===== config.mk =====
export PLATFORM = sky130hd
export DESIGN_NAME = mem_arbiter
export DESIGN_NICKNAME = d
export VERILOG_FILES = /design/src/rtl/cpu_types_pkg.sv /design/src/rtl/mem_arbiter.sv
export SDC_FILE = /design/constraint.sdc
export NUM_CORES = 1
export LEC_CHECK = 0
export CORE_AREA = 2 2 104 106
export DETAILED_ROUTE_END_ITERATION = 12
export DIE_AREA = 0 0 106 108
export GPL_ROUTABILITY_DRIVEN = 0
export PLACE_DENSITY_LB_ADDON = 0.3
export SKIP_LAST_GASP = 1
export SYNTH_ARGS = -nofsm -noshare
export SYNTH_HDL_FRONTEND = slang
export SYNTH_SLANG_ARGS = --single-unit

===== constraint.sdc =====
create_clock -name CLK -period 2.4 [get_ports CLK]
set_clock_uncertainty 0.15 [all_clocks]
set_input_delay 0.24 -clock CLK [delete_from_list [all_inputs] [get_ports CLK]]
set_output_delay 0.24 -clock CLK [all_outputs]
set_load 0.005 [all_outputs]

===== src/rtl/cpu_types_pkg.sv =====
// Shared CPU-wide types: machine word and the memory arbiter grant state.
package cpu_types_pkg;

  typedef logic [31:0] word_t;

  typedef enum logic [1:0] {
    ARB_IDLE = 2'd0,
    ARB_IGNT = 2'd1,
    ARB_DGNT = 2'd2
  } arb_state_t;

endpackage


===== src/rtl/mem_arbiter.sv =====
// Single-port RAM arbiter between fetch and data paths: data priority with a
// saturating streak counter that forces a fetch grant after STARVE_MAX data grants.
module mem_arbiter
  import cpu_types_pkg::*;
#(
  parameter int unsigned STARVE_MAX = 4
) (
  input  logic       CLK,
  input  logic       nRST,
  input  logic       iREN,
  input  word_t      iaddr,
  output logic       iwait,
  output word_t      iload,
  input  logic       dREN,
  input  logic       dWEN,
  input  word_t      daddr,
  input  word_t      dstore,
  output logic       dwait,
  output word_t      dload,
  output logic       ramREN,
  output logic       ramWEN,
  output word_t      ramaddr,
  output word_t      ramstore,
  input  word_t      ramload,
  input  logic       ramrdy,
  output arb_state_t gnt
);

  localparam int unsigned   SW         = $clog2(STARVE_MAX + 1);
  localparam logic [SW-1:0] STREAK_SAT = SW'(STARVE_MAX);

  arb_state_t    state_q, state_d;
  logic [SW-1:0] dstreak_q, dstreak_d;
  logic          dreq;

  assign dreq = dREN | dWEN;
  assign gnt  = state_q;

  always_comb begin
    state_d   = ARB_IDLE;
    dstreak_d = dstreak_q;
    ramREN    = 1'b0;
    ramWEN    = 1'b0;
    ramaddr   = '0;
    ramstore  = '0;
    iwait     = 1'b1;
    iload     = '0;
    dwait     = 1'b1;
    dload     = '0;
    unique case (state_q)
      ARB_IDLE: begin
        if (dreq && !(iREN && dstreak_q == STREAK_SAT)) state_d = ARB_DGNT;
        else if (iREN)                                  state_d = ARB_IGNT;
      end
      // A withdrawn request falls through with all outputs idle: that is the abort path.
      ARB_IGNT: begin
        if (iREN) begin
          ramREN  = 1'b1;
          ramaddr = iaddr;
          if (ramrdy) begin
            iwait     = 1'b0;
            iload     = ramload;
            dstreak_d = '0;
          end else begin
            state_d = ARB_IGNT;
          end
        end
      end
      ARB_DGNT: begin
        if (dreq) begin
          ramaddr = daddr;
          if (dWEN) begin
            ramWEN   = 1'b1;
            ramstore = dstore;
          end else begin
            ramREN = 1'b1;
          end
          if (ramrdy) begin
            dwait = 1'b0;
            dload = dWEN ? '0 : ramload;
            if (!iREN)                        dstreak_d = '0;
            else if (dstreak_q != STREAK_SAT) dstreak_d = dstreak_q + SW'(1);
          end else begin
            state_d = ARB_DGNT;
          end
        end
      end
      default: state_d = ARB_IDLE;
    endcase
  end

  always_ff @(posedge CLK) begin
    if (!nRST) begin
      state_q   <= ARB_IDLE;
      dstreak_q <= '0;
    end else begin
      state_q   <= state_d;
      dstreak_q <= dstreak_d;
    end
  end

endmodule


Word-level counts from Yosys, hierarchy flattened
Cells that the tools add are included.

Output and inout bits: 134. Bits in registers: 5. Logic and storage cells: 58.

Multiplexer cells: 39. Equal/unequal tests: 9. Bitwise gates (word level): 1. Add/subtract/negate cells: 1. Reduce and logical (&&, ||, !) cells: 6.

Operators with widths (count): 32-bit 2-to-1 mux (12); 32-bit case mux with 2 select lines (1); 3-bit 2-to-1 mux (6); 1-bit 2-to-1 mux (14); 2-bit != test, second input constant (4); 2-bit 2-to-1 mux (3); 3-bit != test, second input constant (2); 2-bit case mux with 3 select lines (1); 3-bit case mux with 2 select lines (1); 6-bit AND reduction (1); 3-bit by 1-bit adder with 3-bit output, second input constant (1); 3-bit equality test, second input constant (1); 2-bit by 1-bit equality test with 1-bit output, second input constant (1); 2-bit equality test, second input constant (1); 1-bit logical AND (2); 2-bit zero test (1); 1-bit case mux with 2 select lines (1); 2-bit nonzero test (1); 1-bit zero test (1); 1-bit OR (1).

Logic depth before layout (Yosys ltp)
Word-level depth: 6. Gate-level depth with buffers: 8. Mapped depth without buffers: 6.

Least setup slack after synthesis
No wires, ideal clock.

Kind: register to output. From: register state_q[0], in the netlist gnt[0]. To: output port dload[22]. Data arrival time: 1410 ps. Path buffers: 2. Stages on the path, launching flop included: 8. Required time: 2010 ps. Path slack: 600 ps. Path through: dfxtp_1 > inv_1 > ha_1 > buf_2 > nand2_1 > nor2_1 > clkbuf_1 > and3_1.

Word-level cells in the longest chain between the ends: 2.

Ends and longest elaborated chain: from (decl) (RTL line mem_arbiter.sv:32) `arb_state_t state_q, state_d;`; from (signal assigned) (RTL line mem_arbiter.sv:97) `state_q <= state_d;`; 2-bit equality test (RTL line mem_arbiter.sv:50) `unique case (state_q)`; 32-bit 2-to-1 mux (RTL line mem_arbiter.sv:50); to (decl) (RTL line mem_arbiter.sv:19) `output word_t dload,`.

No other way between the ends.

Final worst setup path
From: register state_q[0], in the netlist gnt[0]. To: output port dload[30].

Same word-level chain as after synthesis.

==> flow_metrics.py <==
metrics = {
    "status": {
        "status": "completed",
    },
    "power_and_ir_drop": {
        "pwr-share-seq": 0.113,
        "switchingPower_w": 0.000224,
        "power_density_mw_per_mm2": 174,
        "power.leakage_nw": 1.94,
        "swShare": 0.278,
        "p_int_w": 0.000580,
        "vdd_drop_max_mv": 0.319,
        "pwr-share-comb": 0.698,
        "clockPowerShare": 0.189,
    },
    "setup_path": {
        "critPathMaxStageDelay_ns": 0.52,
        "end_kind": "output port",
        "crit_slowest_cell": "clkdlybuf4s50_1",
        "crit_fanout": 33,
        "r2r_cells": 7,
        "worst_ep_required_time_ns": 2.01,
        "crit_type": "reg -> out",
        "cp_data_arrival_time_ns": 1.94,
        "worstPathCellList": "inv_1, ha_4, nand2_1, nor2_2, buf_12, and3_1, clkdlybuf4s50_1",
        "worstSetupStartpointType": "flop",
    },
    "route": {
        "drt_iter0_markers": 171,
        "drc": 0,
        "dr.pass1.iters": 4,
        "drt-total-wl_um": 9330,
        "via_per_inst": 4.40,
        "wl_per_cell_um": 14.8,
        "vias": 2773,
        "postRouteAntennaNets": 0,
    },
    "synthesis": {
        "synth_top_area_cell": "and3_1",
        "synth_nets": 379,
        "synth.distinct_cells": 27,
        "yosysMostFrequentCell": "and3_1",
        "synth_area_leaders": "and3_1 38%, a22oi_1 16%, nor2b_1 13%",
        "synth_seq_cells": 5,
        "synth_top_cells_by_count": "96 x and3_1, 33 x a22oi_1, 33 x nor2b_1",
        "synth_ff_type": "dfxtp_1",
        "netlist_area_mm2": 0.00157,
        "yosysWarnings": 0,
        "synthArstFlopShare": 0,
        "synth_area_per_cell_um2": 6.56,
        "synth_edf_count": 0,
        "synthCells": 239,
        "ys_seq_area_frac": 0.0638,
        "synth_top_area_share": 0.383,
    },
    "cells_and_area": {
        "area_growth_syn_to_layout_pct": 194,
        "drive_above_1_share": 0.0587,
        "antenna_cells": 0,
        "nets": 635,
        "final_cells": 630,
        "utilization": 0.451,
    },
    "floorplan": {
        "io-pin-count": 268,
        "fp.dieArea_mm2": 0.0114,
        "start_util": 0.153,
        "die_h_um": 108,
        "core_mm2": 0.0102,
        "die_w_um": 106,
        "fp-row-count": 37,
    },
    "clocking": {
        "clk_path_buf_depth": 2,
        "numCtsBuffers": 3,
        "cts.htree.levels": 1,
        "ctsHoldBuffers": 0,
        "clock_latency_ns": 0.22,
        "cts.sinks": 5,
        "cts_tree": "built",
        "root_buffer": "clkbuf_8",
        "path_clk_slew_ns": 0.03,
    },
    "sta": {
        "period_share": 0.972,
        "post-route-min-period_ns": 2.33,
        "fin_ws_ns": 0.0662,
        "max_freq_mhz": 428,
        "setup_viol": 0,
        "rsz0062_at_grt": "true",
        "slew_viol_final": 0,
        "slew-limit-headroom": 0.819,
        "hold_viol_final": 0,
        "worstMarginPinSlew_ns": 0.269,
    },
    "min_path": {
        "hp-class": "reg -> reg",
        "holdPathStages": 2,
    },
    "run": {
        "drv_cap": 0,
    },
    "global_routing": {
        "grt.total_usage": 0.141,
        "grt_pass1_wl_um": 13500,
        "grt_start_max_net_pins": 69,
        "antenna_found_initial": 0,
        "grt_busiest_layer": "met2",
        "first_global_vias": 2616,
        "gr-total-overflow": 0,
        "grtUsageMet3": 0.0259,
        "use_met2": 0.275,
        "gr-usage-met1": 0.165,
    },
    "placement": {
        "pre_cts_ws_ns": 0.0437,
        "portBuffers": 267,
        "dp_hpwl_um": 7170,
        "dp.cells": 621,
    },
}
[cells in the final DEF (no fill, tap or decap), drive strengths merged]
cell	Yosys	final
o21a	2	2
a22oi	33	33
or3b	1	1
nand3	2	2
and2	2	2
nor3b	1	1
buf	8	14
clkbuf	24	6
a21boi	2	2
nor2	2	2
dfxtp	5	5
a2bb2oi	1	1
nand4	2	2
ha	6	6
and3	96	96
mux2	2	2
inv	7	7
o21ai	2	2
nor2b	33	33
nand2	5	5
clkdlybuf4s50	0	267
or3	1	1
or4	1	1
nor4bb	1	1
[critical path, delay by kind of cell (launching register included)]
family / cells / cell delay (ns)
buf+inv: 3 / 0.82
simple gates: 3 / 0.38
fa+ha+maj: 1 / 0.17
flops: 1 / 0.34
[stage by stage]
| stage | TNS (ns) | hold slack (ns) | cell area [um2] | power (W) |
|---|---|---|---|---|
| CTS | -0.693 | 0.357 | 4510 | 0.000794 |
| detailed placement | 0 | 0.349 | 4430 | 0.000633 |
| global route | -0.0268 | 0.384 | 4620 | 0.000864 |
| floorplan | 0 | 0.218 | 1570 | 0.000253 |
| finish | 0 | 0.350 | 4620 | 0.000804 |
| global placement | 0 | 0.330 | 4430 | 0.000626 |
[layer usage]
metal	share of wire	wire length, um	vias to the layer above
li1	-	-	1378
met1	0.39	3620	1254
met2	0.54	5010	135
met3	0.067	628	6
met4	0.0079	74	0
met5	0	0	-
[flip-flops by register name, summed over array words and instances (netlist names)]
register	cells
dstreak_q	3
gnt	2
[final cells by class]
type,instances,area (um2)
repair buffers,283,2930
multi-input cells,195,1350
inverters,7,26.3
well taps,136,170
flip-flops and latches,5,103
fillers,1020,5610
clock buffers,4,45.0
[path summary, 6_finish.rpt]
check	slack (ns)	end	from
worst max-delay path	0.07	dload[30]	gnt[0]
worst min-delay path	0.35	dstreak_q[0]	dstreak_q[0]
worst max register to register	0.41	dstreak_q[1]	gnt[0]
worst min register to register	0.35	dstreak_q[0]	dstreak_q[0]
[power by group through the flow]
stage	Sequential (W)	Combinational, W	Clock (W)
finish	0.0000910	0.000562	0.000152
floorplan	0.0000899	0.000163	0
global route	0.0000914	0.000607	0.000165
CTS	0.0000894	0.000548	0.000157
global placement	0.0000902	0.000536	0
detailed placement	0.0000903	0.000543	0
[what timing repair did]
| item | 4_1_cts | 5_1_grt |
|---|---|---|
| endpoints found under the hold margin | 0 | 0 |
| buffers inserted | 0 | 2 |
| cloned | 1 | 2 |
| resized for setup | 2 | 10 |
| endpoints found under the setup margin | 35 | 94 |
| pin swaps | 0 | 1 |
[kinds of logic after synthesis]
group / count (synthesis) / share of synthesized area
buffers and inverters: 39 / 0.101
AOI/OAI and AO/OA: 40 / 0.189
DFF: 5 / 0.0638
muxes: 2 / 0.0144
adders and majority gates: 6 / 0.0479
and+or+nand+nor: 147 / 0.583
(Power assumes the default switching activity.)
